File: src/rtl/caliptra_axil2apb_bridge.sv
`default_nettype none
// ============================================================================
// caliptra_axil2apb_bridge: AXI4-Lite slave to NUM_SLV-target APB4 master
// bridge with address decode, DECERR/SLVERR responses and a PREADY timeout.
// Revision: 1.0
// ============================================================================
module caliptra_axil2apb_bridge #(
    parameter int unsigned       ADDR_W    = 32,
    parameter int unsigned       DATA_W    = 32,
    parameter int unsigned       NUM_SLV   = 2,
    parameter int unsigned       SLV_AW    = 16,
    parameter logic [ADDR_W-1:0] BASE_ADDR = '0,
    parameter int unsigned       TIMEOUT   = 255,
    localparam int unsigned      STRB_W    = DATA_W / 8,
    localparam int unsigned      SEL_W     = (NUM_SLV > 1) ? $clog2(NUM_SLV) : 1
) (
    input  logic                      core_clk,
    input  logic                      S_AXI_ARESETN,
    input  logic [ADDR_W-1:0]         S_AXI_AWADDR,
    input  logic [2:0]                S_AXI_AWPROT,
    input  logic                      S_AXI_AWVALID,
    output logic                      S_AXI_AWREADY,
    input  logic [DATA_W-1:0]         S_AXI_WDATA,
    input  logic [STRB_W-1:0]         S_AXI_WSTRB,
    input  logic                      S_AXI_WVALID,
    output logic                      S_AXI_WREADY,
    output logic [1:0]                S_AXI_BRESP,
    output logic                      S_AXI_BVALID,
    input  logic                      S_AXI_BREADY,
    input  logic [ADDR_W-1:0]         S_AXI_ARADDR,
    input  logic [2:0]                S_AXI_ARPROT,
    input  logic                      S_AXI_ARVALID,
    output logic                      S_AXI_ARREADY,
    output logic [DATA_W-1:0]         S_AXI_RDATA,
    output logic [1:0]                S_AXI_RRESP,
    output logic                      S_AXI_RVALID,
    input  logic                      S_AXI_RREADY,
    output logic [ADDR_W-1:0]         m_apb_paddr,
    output logic [NUM_SLV-1:0]        m_apb_psel,
    output logic                      m_apb_penable,
    output logic                      m_apb_pwrite,
    output logic [DATA_W-1:0]         m_apb_pwdata,
    output logic [STRB_W-1:0]         m_apb_pstrb,
    output logic [2:0]                m_apb_pprot,
    input  logic [NUM_SLV*DATA_W-1:0] m_apb_prdata,
    input  logic [NUM_SLV-1:0]        m_apb_pready,
    input  logic [NUM_SLV-1:0]        m_apb_pslverr
);

    typedef enum logic [1:0] {
        S_IDLE   = 2'd0,
        S_SETUP  = 2'd1,
        S_ACCESS = 2'd2,
        S_RESP   = 2'd3
    } state_e;

    localparam int unsigned UP_LSB      = SLV_AW + SEL_W;
    localparam logic [1:0]  RESP_OKAY   = 2'b00;
    localparam logic [1:0]  RESP_SLVERR = 2'b10;
    localparam logic [1:0]  RESP_DECERR = 2'b11;

    state_e              state_q, state_d;
    logic                last_wr_q, last_wr_d;
    logic                is_wr_q, is_wr_d;
    logic [ADDR_W-1:0]   addr_q, addr_d;
    logic [DATA_W-1:0]   wdata_q, wdata_d;
    logic [STRB_W-1:0]   strb_q, strb_d;
    logic [2:0]          prot_q, prot_d;
    logic [SEL_W-1:0]    idx_q, idx_d;
    logic [1:0]          resp_q, resp_d;
    logic [DATA_W-1:0]   rdata_q, rdata_d;
    logic [15:0]         tmo_q, tmo_d;

    logic                wr_elig, rd_elig, grant_wr, grant_rd;
    logic [ADDR_W-1:0]   req_addr;
    logic [SEL_W-1:0]    req_idx;
    logic                dec_err;
    logic                sel_ready, sel_err;
    logic [DATA_W-1:0]   sel_rdata;

    // Round-robin: on contention the direction not granted last time wins.
    assign wr_elig  = S_AXI_AWVALID & S_AXI_WVALID;
    assign rd_elig  = S_AXI_ARVALID;
    assign grant_wr = (state_q == S_IDLE) & wr_elig & (~rd_elig | ~last_wr_q);
    assign grant_rd = (state_q == S_IDLE) & rd_elig & (~wr_elig | last_wr_q);

    assign req_addr = grant_wr ? S_AXI_AWADDR : S_AXI_ARADDR;
    assign req_idx  = req_addr[SLV_AW +: SEL_W];
    assign dec_err  = ((req_addr >> UP_LSB) != (BASE_ADDR >> UP_LSB)) ||
                      (32'(req_idx) >= NUM_SLV);

    assign sel_ready = m_apb_pready[idx_q];
    assign sel_err   = m_apb_pslverr[idx_q];
    assign sel_rdata = m_apb_prdata[idx_q*DATA_W +: DATA_W];

    assign S_AXI_AWREADY = grant_wr;
    assign S_AXI_WREADY  = grant_wr;
    assign S_AXI_ARREADY = grant_rd;
    assign S_AXI_BVALID  = (state_q == S_RESP) & is_wr_q;
    assign S_AXI_RVALID  = (state_q == S_RESP) & ~is_wr_q;
    assign S_AXI_BRESP   = resp_q;
    assign S_AXI_RRESP   = resp_q;
    assign S_AXI_RDATA   = rdata_q;

    assign m_apb_paddr   = addr_q;
    assign m_apb_pwrite  = is_wr_q;
    assign m_apb_pwdata  = wdata_q;
    assign m_apb_pstrb   = strb_q;
    assign m_apb_pprot   = prot_q;
    assign m_apb_penable = (state_q == S_ACCESS);

    always_comb begin
        m_apb_psel = '0;
        if ((state_q == S_SETUP) || (state_q == S_ACCESS)) begin
            m_apb_psel[idx_q] = 1'b1;
        end
    end

    always_comb begin
        state_d   = state_q;
        last_wr_d = last_wr_q;
        is_wr_d   = is_wr_q;
        addr_d    = addr_q;
        wdata_d   = wdata_q;
        strb_d    = strb_q;
        prot_d    = prot_q;
        idx_d     = idx_q;
        resp_d    = resp_q;
        rdata_d   = rdata_q;
        tmo_d     = tmo_q;
        case (state_q)
            S_IDLE: begin
                if (grant_wr || grant_rd) begin
                    last_wr_d = grant_wr;
                    is_wr_d   = grant_wr;
                    addr_d    = req_addr;
                    wdata_d   = grant_wr ? S_AXI_WDATA : '0;
                    strb_d    = grant_wr ? S_AXI_WSTRB : '0;
                    prot_d    = grant_wr ? S_AXI_AWPROT : S_AXI_ARPROT;
                    idx_d     = req_idx;
                    rdata_d   = '0;
                    if (dec_err) begin
                        resp_d  = RESP_DECERR;
                        state_d = S_RESP;
                    end else begin
                        resp_d  = RESP_OKAY;
                        tmo_d   = '0;
                        state_d = S_SETUP;
                    end
                end
            end
            S_SETUP: state_d = S_ACCESS;
            S_ACCESS: begin
                if (sel_ready) begin
                    resp_d  = sel_err ? RESP_SLVERR : RESP_OKAY;
                    rdata_d = (sel_err || is_wr_q) ? '0 : sel_rdata;
                    state_d = S_RESP;
                end else if (TIMEOUT != 0) begin
                    // Abandon the target once it has stalled TIMEOUT access cycles.
                    if (tmo_q + 16'd1 == 16'(TIMEOUT)) begin
                        resp_d  = RESP_SLVERR;
                        rdata_d = '0;
                        state_d = S_RESP;
                    end else begin
                        tmo_d = tmo_q + 16'd1;
                    end
                end
            end
            S_RESP: begin
                if ((is_wr_q && S_AXI_BREADY) || (!is_wr_q && S_AXI_RREADY)) begin
                    state_d = S_IDLE;
                end
            end
            default: state_d = S_IDLE;
        endcase
    end

    always_ff @(posedge core_clk or negedge S_AXI_ARESETN) begin
        if (!S_AXI_ARESETN) begin
            state_q   <= S_IDLE;
            last_wr_q <= 1'b0;
            is_wr_q   <= 1'b0;
            addr_q    <= '0;
            wdata_q   <= '0;
            strb_q    <= '0;
            prot_q    <= '0;
            idx_q     <= '0;
            resp_q    <= '0;
            rdata_q   <= '0;
            tmo_q     <= '0;
        end else begin
            state_q   <= state_d;
            last_wr_q <= last_wr_d;
            is_wr_q   <= is_wr_d;
            addr_q    <= addr_d;
            wdata_q   <= wdata_d;
            strb_q    <= strb_d;
            prot_q    <= prot_d;
            idx_q     <= idx_d;
            resp_q    <= resp_d;
            rdata_q   <= rdata_d;
            tmo_q     <= tmo_d;
        end
    end

endmodule
`default_nettype wire

File: config.mk
export PLATFORM = sky130hd
export DESIGN_NAME = caliptra_axil2apb_bridge
export DESIGN_NICKNAME = d
export VERILOG_FILES = /design/src/rtl/caliptra_axil2apb_bridge.sv
export SDC_FILE = /design/constraint.sdc
export NUM_CORES = 1
export LEC_CHECK = 0
export CELL_PAD_IN_SITES_DETAIL_PLACEMENT = 2
export CELL_PAD_IN_SITES_GLOBAL_PLACEMENT = 2
export CORE_ASPECT_RATIO = 0.7
export CORE_MARGIN = 2
export CORE_UTILIZATION = 23
export CTS_CLUSTER_SIZE = 30
export DETAILED_ROUTE_END_ITERATION = 8
export PLACE_DENSITY = 0.85
export SLEW_MARGIN = 20
export SYNTH_ARGS = -nofsm -noshare
export SYNTH_HDL_FRONTEND = slang
export SYNTH_SLANG_ARGS = --single-unit
File: constraint.sdc
create_clock -name core_clk -period 3.5 [get_ports core_clk]
set_clock_uncertainty 0.05 [all_clocks]
set_input_delay 0.875 -clock core_clk [delete_from_list [all_inputs] [get_ports core_clk]]
set_output_delay 0.875 -clock core_clk [all_outputs]
set_load 0.02 [all_outputs]
---- Yosys cells after proc, flatten, opt, wreduce, memory -nomap -nowiden ----
Index checks and enable logic that the tools add are counted.
storage, ports and cells
  input port bits ......................... 181
  logic and storage cells ................. 84
  register bits after elaboration ......... 125
  output and inout port bits .............. 116
operators by class
  order comparisons ....................... 2
  muxes and demuxes ....................... 33
  add/sub/neg operators ................... 1
  bitwise operators ....................... 12
  shift-type cells ........................ 1
  reductions and logical operators ........ 15
  eq/ne operators ......................... 10
operators by type and width
  cell                                                                    number
  32-bit two-way mux                                                      6
  16-bit two-way mux                                                      4
  32-bit case mux with 2 select lines                                     1
  64-bit by 7-bit indexed part select with 32-bit output                  1
  16-bit case mux with 2 select lines                                     1
  32-bit nonzero test                                                     1
  2-bit two-way mux                                                       11
  16-bit by 1-bit adder with 16-bit output, second input constant         1
  16-bit by 8-bit equality test with 1-bit output, second input constant  1
  2-bit case mux with 4 select lines                                      1
  1-bit bitwise AND                                                       7
  2-bit != test, second input constant                                    3
  3-bit AND reduction                                                     2
  1-bit two-way mux                                                       5
  5-bit AND reduction                                                     1
  2-bit equality test, second input constant                              2
  1-bit logical OR                                                        4
  4-bit two-way mux                                                       1
  2-bit by 1-bit != test with 1-bit output, second input constant         2
  2-bit case mux with 2 select lines                                      1
  1-bit logical AND                                                       3
  3-bit two-way mux                                                       1
  3-bit by 1-bit != test with 1-bit output, second input constant         1
  1-bit inverter                                                          3
  other kinds (9)                                                         10

---- Logic depth before layout (Yosys ltp) ----
Gate-level depths: netlist of the first run.
  depth after elaboration ................. 8
  mapped depth ............................ 12
  gate-level depth less buffers ........... 10

---- Worst setup path after synthesis of the first run ----
No wires, ideal clock.
  path type ............................... input -> output
  from .................................... in S_AXI_ARVALID
  to ...................................... out S_AXI_WREADY
  path slack .............................. 0.292 ns
  stages on the path ...................... 7
  data arrival time ....................... 2.283 ns
  buffers on the path ..................... 4
  data required time ...................... 2.575 ns
  cell sequence ........................... nand2_1 nand4_1 clkbuf_1 inv_1 clkbuf_1 buf_1 buf_4
between the ends
  word-level cells in the longest chain between the ends .. 3
ends and longest elaborated chain
  element             RTL line  text
  start: declaration  32        input logic S_AXI_ARVALID,
  1-bit inverter      84        assign grant_wr = (state_q == S_IDLE) & wr_elig & (~rd_elig | ~last_wr_q);
  1-bit OR            84
  1-bit bitwise AND   84
  end: declaration    26        output logic S_AXI_WREADY,
Every way passes these cells.

---- Worst setup path after layout of the first run ----
  from .................................... in S_AXI_ARVALID
  to ...................................... out S_AXI_ARREADY
between the ends
  word-level cells in the longest chain between the ends .. 2
ends and longest elaborated chain
  element                          RTL line  text
  1-bit bitwise AND (2 in series)  85        assign grant_rd = (state_q == S_IDLE) & rd_elig & (~wr_elig | last_wr_q);
  end: declaration                 33        output logic S_AXI_ARREADY,
Every way passes these cells.

==> results.yml, run 1 <==
outcome:
  status: "completed"
sta:
  hold_viol_final: 0
  fmax_mhz: 310
  tns_ns: 0
  setup_violations: 0
  drv_slew: 0
  rsz0062_at_grt: "false"
  finalCritPeriodShare_pct: 92.1
  setup_ws_ns: 0.276
  maxSlewHeadroom_pct: 52.4
  timing.final.crit_period_ns: 3.22
  worstMarginPinSlew_ns: 0.713
final_layout:
  antenna_cells: 0
  drive_gt1_share_pct: 7.80
  most-common-layout-cells: "293 x clkdlybuf4s50_1, 123 x dfrtp_1, 106 x nand2_1, 46 x nor2_1"
  final_common_cell: "clkdlybuf4s50_1"
  post-route-util_pct: 38.8
  nets: 1072
  synthToLayoutAreaGrowth_pct: 65.3
detailed_routing:
  wirelength_um: 26800
  drtIter0Drc: 209
  routed_via_density: 4.86
  drcViolationCount: 0
  via_count: 5972
  wl_per_cell_um: 21.9
  antenna_left: 0
  first_pass_iters: 4
clock_network:
  clock_sinks: 124
  clk_pin_slew_ns: 0.06
  post_cts_buffers: 0
  clock_latency_ns: 0.42
  cts-htree-levels: 4
  cts_max_path_buffers: 2
  numCtsBuffers: 17
  cts.hold.buffers_added: 0
  cts_tree: "yes"
  cts_root_buffer: "clkbuf_16"
grt:
  overflow: 0
  grt_usage_pct: 19.7
  antenna_found_initial: 0
  grt_first_pass_wirelength_um: 41000
  grt_pass1_vias: 6740
  grt_max_degree: 70
power_and_ir_drop:
  finalPower_mw: 8.80
  powerDensity_nw_per_um2: 881
  ir_drop_v: 0.000388
  power.leakage_nw: 4.22
place:
  dpl.hpwl_um: 20000
  dp_slack_ns: 0.0449
  gp_congestion: 0.807
  io_buffers: 296
hold_path:
  min_path_type: "in -> async"
synthesis:
  synth_cell_type_count: 52
  synthSimpleGateAreaFrac_pct: 16.7
  yosysTopAreaCell: "dfrtp_1"
  synth_edf_count: 0
  ys_seq_area_share_pct: 51.4
  synth_adder_area_share_pct: 1.24
  synthTopCellsByArea: "dfrtp_1 51%, nand2_1 6.6%, mux2i_1 6.5%"
  synth_top_family_by_area: "compound AO/OA/AOI/OAI gates"
  synth_nets: 784
  muxShareOfSynthArea_pct: 7.08
  yosys_warnings: 0
  yosysTopAreaCellShare_pct: 51.4
  synth_compound_area_share_pct: 18.7
  ys_seq_elements: 124
  ys.flop_type: "dfrtp_1"
  netlist_area_um2: 6040
  synth_area_per_cell_um2: 10.1
  synth_xor_area_share_pct: 0.580
  syn-instance-count: 597
  synthArstFlopShare_pct: 100
critical_path:
  worstReg2RegEnd: "S_AXI_RDATA[6]"
  r2r_start: "tmo_q[1]"
  cp_data_required_time_ns: 2.57
  cp_max_fo: 2
  cp.arrival_ns: 2.30
  crit_type: "in -> out"
  crit_path_start_kind: "input port"
  cp-end-kind: "primary output"
  r2r_cells: 9
  rrSetupSlack_ns: 0.43
run:
  maxCapViolCount: 0
die:
  initial_core_util_pct: 23.5
  core.rowCount: 49
  dieHeight_um: 140
  die-area_um2: 27600
  ios: 297
  core_region_area_um2: 25700
  die_w_um: 198
[cell type report]
| cell class | count | area, µm² |
|---|---|---|
| clock inverters | 13 | 121 |
| flip-flops and latches | 124 | 3100 |
| multi-input cells | 416 | 2710 |
| well taps | 331 | 414 |
| inverters | 8 | 30.0 |
| repair buffers | 318 | 3180 |
| clock buffers | 18 | 429 |
| fillers | 2752 | 15800 |
[power breakdown]
part / switching, mW / internal, mW
clock network: 0.712 / 0.975
registers: 0.580 / 2.08
logic: 2.38 / 2.08
total: 3.67 / 5.13
[metrics by stage]
step / std cells / instance area [µm²] / hold WS (ns)
2_1_floorplan: 597 / 6040 / 0.450
3_3_place_gp: 1197 / 9430 / 0.421
3_5_place_dp: 1197 / 9430 / 0.424
4_1_cts: 1228 / 9980 / 0.444
5_1_grt: 1228 / 9990 / 0.461
6_report: 1228 / 9990 / 0.426
[repair_timing]
action | in CTS | in global routing
cloned | 0 | 0
pin swaps | 0 | 0
endpoints found under the setup margin | 2 | 2
gates resized for setup | 1 | 2
[synthesized netlist by cell type (2+ instances only)]
| library cell | number |
|---|---|
| clkbuf_1 | 33 |
| o21ai_0 | 9 |
| buf_6 | 4 |
| a22o_1 | 39 |
| o22ai_1 | 2 |
| inv_1 | 7 |
| nand2_1 | 106 |
| nor2_1 | 47 |
| nand3_1 | 12 |
| buf_4 | 4 |
| dfrtp_1 | 124 |
| o221ai_1 | 2 |
| or4_1 | 3 |
| a21oi_1 | 8 |
| ha_1 | 6 |
| buf_1 | 7 |
| xnor2_1 | 3 |
| mux2_2 | 2 |
| nor3_1 | 5 |
| and2_1 | 4 |
| or3_1 | 6 |
| and4_1 | 2 |
| a21o_1 | 2 |
| mux2i_1 | 39 |
| a31oi_1 | 38 |
| nand4_1 | 9 |
| nand2b_1 | 3 |
| o211ai_1 | 4 |
| nor4_1 | 10 |
| a211o_1 | 2 |
| o2bb2ai_1 | 32 |
| and3_1 | 3 |
[worst max-delay path: stages]
cell and delay, ns:
clkdlybuf4s50_1 0.48, nand2_1 0.07, o21bai_4 0.19, inv_2 0.08, clkdlybuf4s50_1 0.60
[cell families (layout without fill, tap and decap cells)]
| logic type | count (synthesis) | in the layout |
|---|---|---|
| flops | 124 | 124 |
| simple gates | 218 | 218 |
| fa+ha+maj | 6 | 6 |
| mux | 42 | 42 |
| compound gates | 146 | 146 |
| buf+inv | 57 | 357 |
| xor+xnor | 4 | 4 |
[metal layers]
layer	track usage, %	wire [µm]	up-vias
met5	0	0	-
met4	5.42	391	0
met3	6.18	1780	22
met2	32.4	12700	187
met1	25.0	11900	3020
li1	-	-	2743
[registers in the layout (all words and copies together) (netlist names)]
signal / count
m_apb_pprot: 3
m_apb_paddr: 32
m_apb_pwdata: 32
S_AXI_BRESP: 2
S_AXI_RDATA: 32
m_apb_pwrite: 1
state_q: 2
m_apb_pstrb: 4
tmo_q: 16
[how the worst max path moves through the flow]
stage | startpoint | cells past startpoint | endpoint | slack, ns
3_5_place_dp | S_AXI_ARVALID | 6 | S_AXI_WREADY | 0.04
5_1_grt | state_q[0] | 6 | S_AXI_ARREADY | 0.17
6_report | S_AXI_ARVALID | 5 | S_AXI_ARREADY | 0.28
3_3_place_gp | S_AXI_ARVALID | 6 | S_AXI_AWREADY | 0.05
4_1_cts | S_AXI_ARVALID | 6 | S_AXI_WREADY | 0.03
2_1_floorplan | S_AXI_ARVALID | 7 | S_AXI_WREADY | 0.29
No activity file was read; power rests on OpenSTA's default activity.
==> inputs of run 2 (changes only) <==
Settings changed: HOLD_SLACK_MARGIN set to 0.06, REMOVE_ABC_BUFFERS set to 1.
==> run 2 against run 1 <==
Effect of this change: critical path depth stayed put; fmax decreased by 3.9%; via count grew 0.42%; critical path type is now reg -> out; power grew 1.5%; register-to-register slack lost 0.05 ns.
==> results.yml, run 2 (synthesis gave the netlist of run 1 again) <==
outcome:
  status: "completed"
final_layout:
  synthToLayoutAreaGrowth_pct: 65.6
  nets: 1067
  drive_gt1_share_pct: 7.39
  nFillCells: 2739
  final_common_cell: "clkdlybuf4s50_1"
  most-common-layout-cells: "295 x clkdlybuf4s50_1, 123 x dfrtp_1, 106 x nand2_1, 46 x nor2_1"
sta:
  fmax_mhz: 298
  setup_violations: 0
  timing.final.crit_period_ns: 3.36
  tns_ns: 0
  finalCritPeriodShare_pct: 95.9
  rsz0062_at_grt: "false"
  drv_slew: 0
  hold_viol_final: 0
  maxSlewHeadroom_pct: 38.2
  worstMarginPinSlew_ns: 0.927
clock_network:
  numCtsBuffers: 17
  cts-htree-levels: 4
  ctsResizeCount: 0
  cts.hold.buffers_added: 0
  clk_pin_slew_ns: 0.06
  clock_latency_ns: 0.42
  cts_root_buffer: "clkbuf_16"
  clock_sinks: 124
  cts_max_path_buffers: 2
  post_cts_buffers: 0
  cts_tree: "yes"
grt:
  grt_first_pass_wirelength_um: 40700
  top_usage_layer: "met2"
  grt_max_degree: 91
  grt_pass1_vias: 6853
  overflow: 0
  antenna_found_initial: 1
  grt_use_met1_pct: 23.9
  grtUsageMet2_pct: 33.0
  use_met3_pct: 6.13
  grt_usage_pct: 19.4
detailed_routing:
  via_count: 5997
  wl_per_cell_um: 21.2
  first_pass_iters: 4
  antenna_left: 0
  wirelength_um: 25900
  drtIter0Drc: 161
  routed_via_density: 4.90
  drcViolationCount: 0
power_and_ir_drop:
  ir_drop_v: 0.000426
  power.leakage_nw: 4.20
  finalPower_mw: 8.93
  powerDensity_nw_per_um2: 893
place:
  gp_congestion: 0.772
  dpl.hpwl_um: 19500
  io_buffers: 296
critical_path:
  crit_path_start_kind: "register"
  cp_data_required_time_ns: 2.57
  cp_max_fo: 7
  crit_type: "reg -> out"
  cp-end-kind: "primary output"
  rrSetupSlack_ns: 0.38
  cp.arrival_ns: 2.43
die:
  core.rowCount: 49
  core_region_area_um2: 25700
  die_w_um: 198
  dieHeight_um: 140
  die-area_um2: 27600
  initial_core_util_pct: 23.5
  ios: 297
run:
  maxCapViolCount: 0
hold_path:
  min_path_type: "reg -> reg"
==> run 2: final timing paths <==
check                                      from  depth (start not counted)          endpoint
worst max-delay path                 state_q[0]                          5      S_AXI_WREADY
worst min-delay path            S_AXI_RDATA[20]                          1   S_AXI_RDATA[20]
worst max register to register         tmo_q[1]                          9   S_AXI_RDATA[21]
worst min register to register  S_AXI_RDATA[20]                          1   S_AXI_RDATA[20]
max in group asynchronous         S_AXI_ARESETN                          2  m_apb_pwdata[27]
min in group asynchronous         S_AXI_ARESETN                          1   m_apb_paddr[18]
==> run 2: critical path, stage by stage, from the launching register on <==
cell	delay (ns)
dfrtp_1	0.41
inv_1	0.12
ha_1	0.41
nand4_1	0.18
inv_1	0.22
clkdlybuf4s50_1	0.66
==> run 2: area by class of cell <==
cell class	instances	area (µm²)	share of cell area, %
diodes	1	2.50	0.0250
inverters	8	30.0	0.300
clock buffers	18	439	4.39
clock inverters	14	183	1.83
repair buffers	313	3130	31.3
flip-flops and latches	124	3100	31.0
well taps	331	414	4.14
multi-input cells	416	2700	27.0
==> run 2: per-stage QoR <==
stage	worst slack (ns)	area [µm²]	util [%]	hold slack, ns	std cells
floorplan	-2.70	5810	-	0.450	548
finish	0.144	10000	38.9	0.444	1225
global route	0.0465	10000	38.8	0.458	1224
CTS	0.0953	10000	38.8	0.445	1224
global placement	0.212	9380	36.4	0.420	1192
detailed placement	0.154	9380	36.4	0.427	1192
==> run 2: routing by layer <==
layer | wire length, µm | share of wire, %
met2 | 12900 | 50
met4 | 362 | 1.4
met3 | 1610 | 6.2
met5 | 0 | 0
met1 | 11100 | 43
==> run 2: power breakdown <==
group / total [mW] / switching (mW) / internal (mW)
sequential: 2.64 / 0.562 / 2.08
clock: 1.90 / 0.745 / 1.16
combinational: 4.39 / 2.35 / 2.05
==> inputs of run 3 (changes only) <==
Settings changed: CAP_MARGIN set to 5, CORE_UTILIZATION 23 to 21, PLACE_DENSITY 0.85 to 0.82.
Clock period 3.5 ns to 2.8 ns, I/O delays scaled along.
==> run 3 against run 2 <==
Effect of this change: clock power grew 24%; sequential power is 23% higher; power rose by 27%; final cell count grew 5.6%.
==> results.yml, run 3 (synthesis gave the netlist of run 1 again) <==
critical_path:
  cp-end-kind: "register"
  cp_data_required_time_ns: 3.11
  crit_type: "in -> reg"
  crit_path_start_kind: "input port"
  rrSetupSlack_ns: 0.15
  r2r_cells: 9
  path_buf_inv: 2
  worstReg2RegEnd: "S_AXI_RDATA[4]"
  cp_top_family: "buffers and inverters"
  slowest_delay_ns: 0.49
  cp.arrival_ns: 3.03
  cp_max_fo: 31
  cp_slowest_cell: "or4_1"
  timing.critical_path.from: "S_AXI_ARVALID"
  r2r_start: "tmo_q[0]"
  cp_cell_sequence: "clkdlybuf4s50_1 > nand2_1 > nand4_1 > buf_6 > mux2i_2 > a2bb2oi_2 > or4_1 > mux2i_1 > a211o_1"
run:
  maxCapViolCount: 0
sta:
  timing.final.crit_period_ns: 2.72
  setup_ws_ns: 0.0848
  maxSlewHeadroom_pct: 59.9
  setup_violations: 0
  drv_slew: 0
  fmax_mhz: 368
  finalCritPeriodShare_pct: 97.0
  rsz0062_at_grt: "false"
  hold_viol_final: 0
  worstMarginPinSlew_ns: 0.602
clock_network:
  cts_max_path_buffers: 2
  cts_tree: "yes"
  clock_sinks: 124
  cts_root_buffer: "clkbuf_16"
  numCtsBuffers: 17
  cts.hold.buffers_added: 0
  clk_pin_slew_ns: 0.06
  cts-htree-levels: 4
  clock_latency_ns: 0.42
detailed_routing:
  wirelength_um: 27000
  wl_per_cell_um: 20.9
  first_pass_iters: 4
  via_count: 6132
  drtIter0Drc: 262
  routed_via_density: 4.74
  antenna_left: 0
  drcViolationCount: 0
place:
  dp_slack_ns: -0.502
  place_area_um2: 9650
  gp_congestion: 0.797
  io_buffers: 296
  dpl.hpwl_um: 20500
  place_inst: 1260
final_layout:
  most-common-layout-cells: "289 x clkdlybuf4s50_1, 121 x dfrtp_1, 106 x nand2_1, 46 x nor2_1, 42 x buf_4"
  drive_gt1_share_pct: 11.4
  final_common_cell: "clkdlybuf4s50_1"
  post-route-util_pct: 36.7
  synthToLayoutAreaGrowth_pct: 70.6
  antenna_cells: 0
  nets: 1097
  stdcell_area_um2: 10300
  finalNonFillerCells: 1294
hold_path:
  min_path_type: "in -> async"
power_and_ir_drop:
  power.leakage_nw: 4.35
  powerDensity_nw_per_um2: 1100
  ir_drop_v: 0.000413
die:
  initial_core_util_pct: 21.5
  ios: 297
  die_w_um: 207
  dieHeight_um: 146
  core.rowCount: 51
  core_region_area_um2: 28100
  die-area_um2: 30200
grt:
  grt_max_degree: 59
  overflow: 0
  grt_pass1_vias: 6852
  grt_usage_pct: 18.0
  grt_first_pass_wirelength_um: 41200
  antenna_found_initial: 1
outcome:
  status: "completed"
[run 3: cell count changes in the layout (fill, tap and decap cells not counted), moves of 2 or more]
cell	delta
clkbuf_2	+2
dlygate4sd2_1	+2
clkdlybuf4s50_1	-6
dfrtp_1	-2
dfrtp_2	+2
inv_6	-2
inv_1	-3
buf_4	+28
inv_2	+3
[run 3: what timing repair did]
| item | 4_1_cts | 5_1_grt |
|---|---|---|
| gates resized for setup | 12 | 11 |
| pin swaps | 1 | 2 |
| buffers inserted | 0 | 2 |
| endpoints found under the setup margin | 8 | 48 |
[run 3: metrics by stage]
| stage | TNS, ns | total power [mW] | hold WS [ns] |
|---|---|---|---|
| 5_1_grt | 0 | 12.0 | 0.233 |
| 6_report | 0 | 11.4 | 0.210 |
| 4_1_cts | -0.00314 | 11.5 | 0.212 |
| 3_3_place_gp | -6.30 | 8.87 | 0.421 |
| 3_5_place_dp | -8.82 | 9.08 | 0.425 |
| 2_1_floorplan | -238.77 | 5.90 | 0.354 |
[run 3: worst register-to-register path, stage by stage, from the launching register on]
cell	delay, ns
dfrtp_1	0.35
ha_1	0.22
nand3_4	0.16
nor4_4	0.37
nand4_1	0.20
a2111oi_4	0.46
a21o_1	0.27
o21ai_4	0.09
buf_12	0.17
o2bb2ai_1	0.17
[run 3: routing by layer]
| layer | global-route usage, % | up-vias | part of all wire (%) |
|---|---|---|---|
| met1 | 21.3 | 3099 | 42 |
| met5 | 0 | - | 0.048 |
| met4 | 5.07 | 2 | 1.9 |
| met3 | 7.10 | 25 | 8.1 |
| li1 | - | 2799 | - |
| met2 | 30.2 | 207 | 48 |
[run 3: how the worst max path moves through the flow]
stage | end | depth (start not counted)
2_1_floorplan | S_AXI_RDATA[0] | 7
3_3_place_gp | tmo_q[10] | 9
3_5_place_dp | tmo_q[10] | 9
4_1_cts | S_AXI_ARREADY | 7
5_1_grt | tmo_q[13] | 9
6_report | tmo_q[10] | 9
[run 3: cell type report]
| cell class | instances | area, µm² |
|---|---|---|
| Clock inverter | 12 | 163 |
| Multi-Input combinational cell | 416 | 2730 |
| Inverter | 8 | 30.0 |
| Tap cell | 371 | 464 |
| Fill cell | 3066 | 17800 |
| Sequential cell | 124 | 3110 |
| Timing Repair Buffer | 343 | 3360 |
| Clock buffer | 20 | 457 |
[run 3: report_power, final]
| group | internal (mW) | switching, mW |
|---|---|---|
| Clock | 1.46 | 0.894 |
| Combinational | 2.70 | 3.07 |
| Sequential | 2.60 | 0.640 |
